`config.mk`:
```
export PLATFORM = sky130hd
export DESIGN_NAME = uart_tx_buffer
export DESIGN_NICKNAME = d
export VERILOG_FILES = /design/src/rtl/uart_tx_buffer.sv
export SDC_FILE = /design/constraint.sdc
export NUM_CORES = 1
export LEC_CHECK = 0
export BUFFER_PORTS_ARGS = -buffer_cell sky130_fd_sc_hd__buf_2
export CORE_MARGIN = 2
export CORE_UTILIZATION = 46
export DETAILED_ROUTE_END_ITERATION = 6
export PLACE_DENSITY_LB_ADDON = 0.3
export REMOVE_ABC_BUFFERS = 1
export SETUP_SLACK_MARGIN = 0.2
export SYNTH_ARGS = -nofsm -noshare
export SYNTH_HDL_FRONTEND = slang
export SYNTH_SLANG_ARGS = --single-unit
export TNS_END_PERCENT = 1
```
`constraint.sdc`:
```
create_clock -name clk -period 3.8 [get_ports clk]
set_input_delay 0.76 -clock clk [delete_from_list [all_inputs] [get_ports clk]]
set_output_delay 0.76 -clock clk [all_outputs]
set_load 0.03 [all_outputs]
```
`src/rtl/uart_tx_buffer.sv`:
```
// uart_tx_buffer: byte FIFO feeding an 8N1-style UART transmitter.
//
// Writes from the controller's TX-buffer interface land in a synchronous
// FIFO. The serializer pops the head as soon as it is idle, or on the last
// stop-bit cycle, so queued bytes go out back-to-back with no idle gap.
//
// Optional feature: define UART_TX_PARITY_EN to add a parity bit between
// the data bits and the stop bit(s). That build also adds the PARITY_ODD
// parameter.
`timescale 1ns/1ps

module uart_tx_buffer #(
  parameter int DLEN      = 8,
  parameter int DEPTH     = 16,
  parameter int CLK_FREQ  = 100_000_000,
  parameter int BAUD      = 115200,
`ifdef UART_TX_PARITY_EN
  parameter int PARITY_ODD = 0,
`endif
  parameter int STOP_BITS = 1
) (
  input  logic            clk,
  input  logic            rstn,
  input  logic            i_txb_wen,
  input  logic [DLEN-1:0] i_txb_wdata,
  output logic            o_txb_full,
  output logic            o_txb_overflow,
  input  logic            i_ovf_clr,
  output logic            o_txb_empty,
  output logic            o_txd,
  output logic            o_busy
);

  localparam int CLKS_PER_BIT = CLK_FREQ / BAUD;
  localparam int AW = $clog2(DEPTH);
  localparam int PW = AW + 1;
  localparam int CW = (CLKS_PER_BIT > 1) ? $clog2(CLKS_PER_BIT) : 1;
  localparam int BW = (DLEN > 1) ? $clog2(DLEN) : 1;

  // ------------------------------------------------------------------
  // FIFO
  // ------------------------------------------------------------------
  logic [DLEN-1:0] fifo_mem [DEPTH];
  logic [PW-1:0]   wr_ptr_q, wr_ptr_d;
  logic [PW-1:0]   rd_ptr_q, rd_ptr_d;
  logic            ovf_q, ovf_d;
  logic [PW-1:0]   count;
  logic            fifo_full;
  logic            fifo_empty;
  logic            wr_acc;
  logic            pop;
  logic [DLEN-1:0] rd_data;

  // The pointers carry one extra wrap bit, so their difference is the
  // occupancy 0..DEPTH with no separate counter to keep in step.
  assign count      = wr_ptr_q - rd_ptr_q;
  assign fifo_full  = (count == PW'(DEPTH));
  assign fifo_empty = (count == '0);
  // Full is taken from the registered count, so a pop in the same cycle
  // does not make room for a write that arrives while full.
  assign wr_acc     = i_txb_wen & ~fifo_full;
  assign rd_data    = fifo_mem[rd_ptr_q[AW-1:0]];

  // Next-state for the FIFO pointers and the sticky overflow flag.
  always_comb begin
    wr_ptr_d = wr_ptr_q;
    rd_ptr_d = rd_ptr_q;
    if (wr_acc) begin
      wr_ptr_d = wr_ptr_q + PW'(1);
    end
    if (pop) begin
      rd_ptr_d = rd_ptr_q + PW'(1);
    end
    // A new overflow event wins over a clear in the same cycle.
    ovf_d = (i_txb_wen & fifo_full) | (ovf_q & ~i_ovf_clr);
  end

  // Storage array; contents need no reset because the pointers define validity.
  always_ff @(posedge clk) begin
    if (wr_acc) begin
      fifo_mem[wr_ptr_q[AW-1:0]] <= i_txb_wdata;
    end
  end

  // FIFO control registers.
  always_ff @(posedge clk or negedge rstn) begin
    if (!rstn) begin
      wr_ptr_q <= '0;
      rd_ptr_q <= '0;
      ovf_q    <= 1'b0;
    end else begin
      wr_ptr_q <= wr_ptr_d;
      rd_ptr_q <= rd_ptr_d;
      ovf_q    <= ovf_d;
    end
  end

  assign o_txb_full     = fifo_full;
  assign o_txb_empty    = fifo_empty;
  assign o_txb_overflow = ovf_q;

  // ------------------------------------------------------------------
  // Serializer
  // ------------------------------------------------------------------
`ifdef UART_TX_PARITY_EN
  typedef enum logic [2:0] {IDLE, START, DATA, PARITY, STOP} state_e;
`else
  typedef enum logic [1:0] {IDLE, START, DATA, STOP} state_e;
`endif

  state_e          state_q, state_d;
  logic [CW-1:0]   baud_cnt_q, baud_cnt_d;
  logic [BW-1:0]   bit_idx_q, bit_idx_d;
  logic [DLEN-1:0] shift_q, shift_d;
  logic            txd_q, txd_d;
  logic            busy_q, busy_d;
  logic            baud_last;
`ifdef UART_TX_PARITY_EN
  logic            parity_q, parity_d;
`endif

  assign baud_last = (baud_cnt_q == CW'(CLKS_PER_BIT - 1));

  // Next-state for the frame sequencer, including the FIFO pop decision.
  always_comb begin
    state_d    = state_q;
    baud_cnt_d = baud_cnt_q;
    bit_idx_d  = bit_idx_q;
    shift_d    = shift_q;
    pop        = 1'b0;
`ifdef UART_TX_PARITY_EN
    parity_d   = parity_q;
`endif

    unique case (state_q)
      IDLE: begin
        if (!fifo_empty) begin
          pop = 1'b1;
        end
      end

      START: begin
        if (baud_last) begin
          baud_cnt_d = '0;
          state_d    = DATA;
        end else begin
          baud_cnt_d = baud_cnt_q + CW'(1);
        end
      end

      DATA: begin
        if (baud_last) begin
          baud_cnt_d = '0;
          shift_d    = {1'b0, shift_q[DLEN-1:1]};
          if (bit_idx_q == BW'(DLEN - 1)) begin
            bit_idx_d = '0;
`ifdef UART_TX_PARITY_EN
            state_d   = PARITY;
`else
            state_d   = STOP;
`endif
          end else begin
            bit_idx_d = bit_idx_q + BW'(1);
          end
        end else begin
          baud_cnt_d = baud_cnt_q + CW'(1);
        end
      end

`ifdef UART_TX_PARITY_EN
      PARITY: begin
        if (baud_last) begin
          baud_cnt_d = '0;
          bit_idx_d  = '0;
          state_d    = STOP;
        end else begin
          baud_cnt_d = baud_cnt_q + CW'(1);
        end
      end
`endif

      STOP: begin
        if (baud_last) begin
          baud_cnt_d = '0;
          if (bit_idx_q == BW'(STOP_BITS - 1)) begin
            // Chain straight into the next frame when data is waiting.
            if (!fifo_empty) begin
              pop = 1'b1;
            end else begin
              state_d = IDLE;
            end
          end else begin
            bit_idx_d = bit_idx_q + BW'(1);
          end
        end else begin
          baud_cnt_d = baud_cnt_q + CW'(1);
        end
      end

      default: begin
        state_d    = IDLE;
        baud_cnt_d = '0;
        bit_idx_d  = '0;
      end
    endcase

    // A pop always loads the head byte and begins a start bit.
    if (pop) begin
      shift_d    = rd_data;
      bit_idx_d  = '0;
      baud_cnt_d = '0;
      state_d    = START;
`ifdef UART_TX_PARITY_EN
      parity_d   = (^rd_data) ^ (PARITY_ODD != 0);
`endif
    end
  end

  // Line level and busy flag are decoded from the next state so both
  // outputs change on the same edge as the state register.
  always_comb begin
    txd_d = 1'b1;
    unique case (state_d)
      START:   txd_d = 1'b0;
      DATA:    txd_d = shift_d[0];
`ifdef UART_TX_PARITY_EN
      PARITY:  txd_d = parity_d;
`endif
      default: txd_d = 1'b1;
    endcase
    busy_d = (state_d != IDLE);
  end

  // Serializer state and registered line outputs.
  always_ff @(posedge clk or negedge rstn) begin
    if (!rstn) begin
      state_q    <= IDLE;
      baud_cnt_q <= '0;
      bit_idx_q  <= '0;
      shift_q    <= '0;
      txd_q      <= 1'b1;
      busy_q     <= 1'b0;
`ifdef UART_TX_PARITY_EN
      parity_q   <= 1'b0;
`endif
    end else begin
      state_q    <= state_d;
      baud_cnt_q <= baud_cnt_d;
      bit_idx_q  <= bit_idx_d;
      shift_q    <= shift_d;
      txd_q      <= txd_d;
      busy_q     <= busy_d;
`ifdef UART_TX_PARITY_EN
      parity_q   <= parity_d;
`endif
    end
  end

  assign o_txd  = txd_q;
  assign o_busy = busy_q;

endmodule

```
==> results of run 1 <==
[layout make-up]
type	instances	area, um2
Inverter	11	45.0
Multi-Input combinational cell	266	2240
Clock buffer	17	425
Tap cell	188	235
Sequential cell	164	4750
Timing Repair Buffer	21	118
Fill cell	1223	7190
Clock inverter	15	145
[logic make-up (layout without fill, tap and decap cells)]
group | after synthesis | in the layout | synth area share
adders and majority gates | 18 | 18 | 0.0316
AOI/OAI and AO/OA | 51 | 51 | 0.0453
DFF | 164 | 164 | 0.667
muxes | 40 | 40 | 0.114
buffers and inverters | 31 | 64 | 0.0185
and+or+nand+nor | 144 | 144 | 0.108
xor gates and xnor gates | 13 | 13 | 0.0160
[path summary, 6_finish.rpt]
path                       cells past startpoint              end           start
max in group asynchronous                      1      rd_ptr_q[0]            rstn
max reg2reg                                    6  fifo_mem[15][1]     rd_ptr_q[3]
min reg2reg                                    1   o_txb_overflow  o_txb_overflow
max                                            6       o_txb_full     rd_ptr_q[3]
min in group clk                               1   o_txb_overflow  o_txb_overflow
min                                            1   o_txb_overflow            rstn
[report_power, final]
group / internal [W] / leakage (nW) / switching [W]
clock: 0.000919 / 0.278 / 0.000728
sequential: 0.00211 / 1.60 / 0.0000802
combinational: 0.000194 / 1.01 / 0.000347
total: 0.00322 / 2.89 / 0.00115
[through the flow]
step                power [W]  std cells   util
CTS                   0.00441        682  0.525
finish                0.00438        682  0.525
global route          0.00457        682  0.525
detailed placement    0.00277        650  0.487
global placement      0.00274        650  0.487
floorplan             0.00257        441      -
[sequential cells by signal (all words and copies together), names as in the netlist]
name / count
fifo_mem: 128
o_txd: 1
bit_idx_q: 3
rd_ptr_q: 5
baud_cnt_q: 10
wr_ptr_q: 5
shift_q: 8
state_q: 2
o_txb_overflow: 1
o_busy: 1
[synth_stat cells, drive strengths merged, types with 8 or more instances]
cell	instances	share of area
inv	8	0.0042
nand2	40	0.021
ha	18	0.032
and3	19	0.017
nor3	8	0.0056
nor2	19	0.010
o21ai	14	0.0098
dfrtp	35	0.12
edfxtp	128	0.54
clkbuf	13	0.0069
a21oi	19	0.013
mux4	33	0.10
xnor2	9	0.011
nand3	26	0.020
[worst reg2reg max path, cell delays in order (launching register included)]
cell and delay (ps):
dfrtp_1 580, clkinvlp_4 270, ha_1 380, and3b_1 200
o2111ai_2 330, o31a_1 660, and3_1 540
[routing by layer]
layer	part of all wire	track usage
met1	0.46	0.262
met3	0.056	0.0520
met5	0	0
met4	0.016	0.0601
met2	0.46	0.275
==> impl_metrics.ini, run 1 <==
[outcome]
status = finished, final reports clean

[detailed_routing]
wl_um = 14100
routedWlPerCell_um = 20.7
drt_first_pass_iters = 5
vias_per_cell = 5.72
vias = 3904
ant_nets = 0
drc_errors = 0
drt_iter0_markers = 410

[critical_path]
end_kind = output pin
slowest_stage = dfrtp_1
slowest_delay_ps = 580
start_kind = flop
critPathTopFamily = flip-flops
path_max_fanout = 11
cp_cell_sequence = clkinvlp_4 > ha_1 > a21boi_1 > o2111ai_2 > nor3_1 > buf_2
critPathKind = flop to output pin
worstPathRequired_ps = 3040
crit_arrival_ps = 2670
r2r_setup_slack_ps = 480
path_buf_inv = 2

[synthesis]
yosys_warnings = 0
async_reset_ff_frac = 0.220
synth-edff-count = 128
synth-seq-area-share = 0.667
synth_area_um2 = 7120
syn_inst = 461
synth-main-ff-cell = edfxtp_1
synth_cell_types = 53
synth.avg_cell_area_um2 = 15.4
synth_seq_cells = 164

[floorplan]
rows = 45
fp.dieH_um = 128
die_width_um = 128
start_util = 0.470
dieArea_um2 = 16500
num_io_pins = 17
coreArea_um2 = 15100

[power]
power_leakage_nw = 2.89
ir_drop_uv = 385
cellPowerDensity_nw_per_um2 = 550

[clocking]
htree_levels = 4
hold_buffers = 0
cts-root-buf = clkbuf_16
clock-sinks = 164
cts_tree = built
post_cts_buffers = 0
clk_path_buf_depth = 2
worstSkewPairLatency_ps = 420
post_cts_resized = 0
cts_buffers = 17
clkTransAtPathRegs_ps = 70

[global_route]
grt_use_total = 0.183
antenna_found_initial = 0
grt_pass1_wl_um = 22100
grt_pass1_vias = 3912
grt_max_degree = 37
grt_overflow = 0

[finish]
final_common_cell = edfxtp_1
num_antenna_cells = 0
syn_to_final_growth_pct = 11.8
fin_nets = 511
final_cell_mix = 128 x edfxtp_1, 40 x nand2_1, 34 x dfrtp_1
finalInstanceArea_um2 = 7960
drive_gt1_frac = 0.198

[timing]
hold_viol = 0
tightestPinTransition_ps = 828
slew_headroom = 0.448
drv_slew = 0
tns_ps = 0
hold_slack_ps = 432
finClkSkew_ps = 8.45
fin_crit_sh = 0.903
rsz0062_at_grt = false
post-route-worst-setup-slack_ps = 368
fmax_ghz = 0.291
period_needed_ps = 3430
finalSetupViolations = 0

[placement]
dp_hpwl_um = 9270
portBuffers = 16
post_dp_cell_area_um2 = 7380
post-place-ws_ps = 508
place_congestion = 0.825

[hold_path]
worstHoldPathType = input pin to async pin

[flow_run]
drv_cap = 0
No activity file was read; power rests on OpenSTA's default activity.
==> run 2, diff against run 1 <==
--- a/config.mk
+++ b/config.mk
@@ -9,6 +9,7 @@
 export CORE_MARGIN = 2
 export CORE_UTILIZATION = 46
 export DETAILED_ROUTE_END_ITERATION = 6
+export GPL_TIMING_DRIVEN = 0
 export PLACE_DENSITY_LB_ADDON = 0.3
 export REMOVE_ABC_BUFFERS = 1
 export SETUP_SLACK_MARGIN = 0.2
==> run 2 against run 1 <==
Effect of this change:
- clock skew barely moved
- global-route usage barely moved
- core utilization barely moved
- critical path type unchanged
- total power fell by 1.0%
- via count rose by 1.3%
- final area barely moved
- wire length fell by 0.94%
- worst setup slack got worse by 120 ps
- cell count fell by 0.29%
- sequential power barely moved
- critical path depth rose by 1
- worst hold slack got worse by 8.0 ps
==> impl_metrics.ini, run 2 (same netlist as run 1, synthesis figures left out) <==
[outcome]
status = finished, final reports clean

[global_route]
grt_overflow = 0
grt_use_total = 0.184
grt_pass1_vias = 3932
grt_max_degree = 37
grt_pass1_wl_um = 21900
antenna_found_initial = 0

[placement]
post-place-ws_ps = -1390
portBuffers = 16
place_congestion = 0.816
dp_hpwl_um = 8720
post_dp_cell_area_um2 = 7370

[clocking]
worstSkewPairLatency_ps = 430
cts_tree = built
clk_path_buf_depth = 2
htree_levels = 4
clock-sinks = 164
cts_buffers = 17
hold_buffers = 0
cts-root-buf = clkbuf_16
clkTransAtPathRegs_ps = 70

[power]
cellPowerDensity_nw_per_um2 = 545
ir_drop_uv = 336
power_leakage_nw = 2.87

[detailed_routing]
drc_errors = 0
ant_nets = 0
wl_met2_um = 6880
vias = 3954
met3_wirelength_um = 585
drt_iter0_markers = 243
routedWlPerCell_um = 20.5
topRoutingLayerUsed = met4
drt_first_pass_iters = 5
wl_um = 14000
drt-met1-wl_um = 6270
vias_per_cell = 5.81

[floorplan]
coreArea_um2 = 15100
start_util = 0.470
rows = 45
num_io_pins = 17
die_width_um = 128
dieArea_um2 = 16500
fp.dieH_um = 128

[finish]
num_antenna_cells = 0
fin_nets = 509
drive_gt1_frac = 0.203
syn_to_final_growth_pct = 11.8
post-route-util = 0.525
final_cell_mix = 128 x edfxtp_1, 40 x nand2_1, 33 x mux4_2
finalInstanceArea_um2 = 7960
final_common_cell = edfxtp_1
largest_reg_flops = 128

[timing]
period_needed_ps = 3550
rsz0062_at_grt = true
fin_crit_sh = 0.935
fmax_ghz = 0.281
slew_headroom = 0.458
hold_viol = 0
tightestPinTransition_ps = 806
drv_slew = 0
finalSetupViolations = 0
post-route-worst-setup-slack_ps = 246
finClkSkew_ps = 8.88

[critical_path]
critPathKind = flop to output pin
r2r_cells = 8
end_kind = output pin
r2r_setup_slack_ps = 340
crit_arrival_ps = 2790
worstReg2RegStart = rd_ptr_q[1]
start_kind = flop
rr_endpoint = fifo_mem[3][3]
path_max_fanout = 15
worstPathRequired_ps = 3040

[flow_run]
drv_cap = 0

[hold_path]
worstHoldPathType = input pin to async pin
-- run 2: changes by cell type in the layout (fill, tap and decap cells not counted), sizes merged --
| cell | change |
|---|---|
| buf | -2 |
| clkbuf | +2 |
| bufinv | -1 |
| clkinv | -1 |
| clkinvlp | -1 |
| inv | +1 |
-- run 2: worst max-delay path by stage --
stage	to	slack [ps]	cells after the start	startpoint
2_1_floorplan	fifo_mem[3][0]	-70	7	rd_ptr_q[0]
3_3_place_gp	fifo_mem[3][4]	-1280	8	rd_ptr_q[1]
3_5_place_dp	fifo_mem[3][4]	-1390	8	rd_ptr_q[1]
4_1_cts	o_txb_full	270	7	rd_ptr_q[1]
5_1_grt	o_txb_empty	60	7	rd_ptr_q[1]
6_report	o_txb_full	250	7	rd_ptr_q[1]
-- run 2: power by group --
group,switching [W],total [W],internal (W)
Sequential,0.0000782,0.00219,0.00211
Clock,0.000755,0.00162,0.000861
Combinational,0.000338,0.000530,0.000192
-- run 2: worst max-delay path: stages (launching register included) --
cell      delay (ps)
dfrtp_4          610
clkinv_2         230
ha_1             370
nor2b_1          150
o211ai_1         280
a21oi_1          150
nor3_1           310
buf_2            260
-- run 2: final cells by class --
cell class                      count  area, um2
Inverter                           11       45.0
Clock inverter                     13        118
Clock buffer                       19        433
Tap cell                          188        235
Fill cell                        1240       7190
Sequential cell                   164       4750
Timing Repair Buffer               19        119
Multi-Input combinational cell    266       2250
-- run 2: layer usage --
layer  track usage  vias to the layer above
met2         0.302                       84
met3        0.0399                       20
met4        0.0614                        0
met1         0.246                     2033
li1              -                     1817
met5             0                        -
-- run 2: repair_timing --
action / 4_1_cts / 5_1_grt
buffers inserted: 2 / 0
endpoints found under the setup margin: 165 / 27
gates resized for setup: 9 / 1
-- run 2: metrics by stage --
stage / hold slack, ps / cells / setup TNS (ps) / total power, W
2_1_floorplan: 464 / 441 / -596 / 0.00257
3_3_place_gp: 484 / 645 / -92270 / 0.00271
3_5_place_dp: 526 / 646 / -109660 / 0.00275
4_1_cts: 451 / 680 / 0 / 0.00437
5_1_grt: 480 / 680 / 0 / 0.00452
6_report: 424 / 680 / 0 / 0.00433
==> run 3, diff against run 2 <==
--- a/config.mk
+++ b/config.mk
@@ -7,7 +7,7 @@
 export LEC_CHECK = 0
 export BUFFER_PORTS_ARGS = -buffer_cell sky130_fd_sc_hd__buf_2
 export CORE_MARGIN = 2
-export CORE_UTILIZATION = 46
+export CORE_UTILIZATION = 60
 export DETAILED_ROUTE_END_ITERATION = 6
 export GPL_TIMING_DRIVEN = 0
 export PLACE_DENSITY_LB_ADDON = 0.3
==> run 3 against run 2 <==
Effect of this change:
- critical endpoint unchanged
- via count grew 1.3%
- core utilization grew 16 points
- critical path type unchanged
- final area shrank 0.33%
- fmax grew 0.55%
- sequential share of layout area grew 0.23 points
==> impl_metrics.ini, run 3 (same netlist as run 1, synthesis figures left out) <==
[clocking]
clkTransAtPathRegs_ps = 60
clock-sinks = 164
clk_path_buf_depth = 2
cts_buffers = 17
cts_tree = built
worstSkewPairLatency_ps = 430
htree_levels = 4
cts-root-buf = clkbuf_16

[critical_path]
r2r_cells = 7
critPathKind = flop to output pin
rr_endpoint = fifo_mem[3][4]
start_kind = flop
path_max_fanout = 11
cp_cell_sequence = clkinv_1 > ha_1 > a21oi_1 > a21oi_1 > nor3_1 > buf_2
worstReg2RegStart = rd_ptr_q[3]
crit_top_cell = a21oi_1
worstPathRequired_ps = 3040
slowest_stage = dfrtp_1
slowest_delay_ps = 600
r2r_setup_slack_ps = 420
end_kind = output pin
crit_arrival_ps = 2770

[global_route]
grt_pass1_vias = 3995
grt_pass1_wl_um = 22200
grt_overflow = 0
antenna_found_initial = 0
grt_use_total = 0.239
grt_max_degree = 37

[detailed_routing]
drc_errors = 0
routedWlPerCell_um = 22.0
drt_iter0_markers = 428
drt_first_pass_iters = 5
vias_per_cell = 6.31
ant_nets = 0
wl_um = 14000
vias = 4005

[placement]
dp_hpwl_um = 8680
place_congestion = 0.861
place_inst = 601
portBuffers = 16

[timing]
hold_viol = 0
slew_headroom = 0.454
tightestPinTransition_ps = 819
hold_slack_ps = 429
drv_slew = 0
finalSetupViolations = 0
finClkSkew_ps = 12.8
period_needed_ps = 3530
fin_crit_sh = 0.930
tns_ps = 0
fmax_ghz = 0.283
rsz0062_at_grt = true

[finish]
num_antenna_cells = 0
fin_nets = 509
drive_gt1_frac = 0.205
post-route-util = 0.689
largest_reg_flops = 128
final_common_cell = edfxtp_1
fillCellCount = 762
syn_to_final_growth_pct = 11.4
final_cell_mix = 128 x edfxtp_1, 40 x nand2_1, 33 x mux4_2
stdcell_count = 635

[floorplan]
num_io_pins = 17
die_width_um = 113
dieArea_um2 = 12800
start_util = 0.618
fp.dieH_um = 113
rows = 39
coreArea_um2 = 11500

[flow_run]
drv_cap = 0

[outcome]
status = finished, final reports clean

[power]
cellPowerDensity_nw_per_um2 = 556
power_leakage_nw = 2.89
ir_drop_uv = 538

[hold_path]
worstHoldPathType = input pin to async pin
==> run 3: how the worst max path moves through the flow <==
stage | start | end | depth (start not counted)
global placement | rd_ptr_q[0] | fifo_mem[3][4] | 7
detailed placement | rd_ptr_q[1] | fifo_mem[3][4] | 8
finish | rd_ptr_q[3] | o_txb_full | 6
global route | rd_ptr_q[3] | o_txb_full | 6
CTS | rd_ptr_q[3] | o_txb_full | 6
floorplan | rd_ptr_q[0] | fifo_mem[3][0] | 7
==> run 3: power by group <==
group / leakage [nW] / internal [W] / switching (W)
Clock: 0.281 / 0.000974 / 0.000702
Sequential: 1.60 / 0.00211 / 0.0000870
Combinational: 1.01 / 0.000191 / 0.000347
==> run 3: critical path: cells and delay by family (launching register included) <==
kind,cells,cell delay [ps]
AO/OA/AOI/OAI,2,480
buffers and inverters,2,600
flip-flops,1,600
AND/OR/NAND/NOR,1,260
adder cells (fa/ha/maj),1,410
==> run 3: layer usage <==
layer	track usage	share of wire	vias up
met4	0.0821	0.018	0
met1	0.324	0.43	2036
li1	-	-	1823
met5	0	0	-
met2	0.387	0.50	130
met3	0.0584	0.052	16
==> run 3: timing repair <==
action,in CTS,in global routing
gates resized for setup,10,1
buffers inserted,2,0
hold buffers,0,0
endpoints found under the setup margin,165,10
==> run 3: final cells by class <==
cell class | instances | area [um2] | share of cell area
multi-input combinational | 266 | 2260 | 0.284
tap | 143 | 179 | 0.0226
clock inverter | 14 | 149 | 0.0188
inverter | 11 | 43.8 | 0.00552
clock buffer | 18 | 429 | 0.0541
sequential | 164 | 4760 | 0.600
timing repair buffer | 19 | 119 | 0.0150
==> run 3: stage by stage <==
stage	worst slack [ps]	total power (W)	area, um2
after floorplan	-73.7	0.00257	7030
after global placement	-1310	0.00272	7290
after detailed placement	-1270	0.00276	7310
after CTS	249	0.00443	7930
after global routing	46.4	0.00457	7930
final	265	0.00441	7930
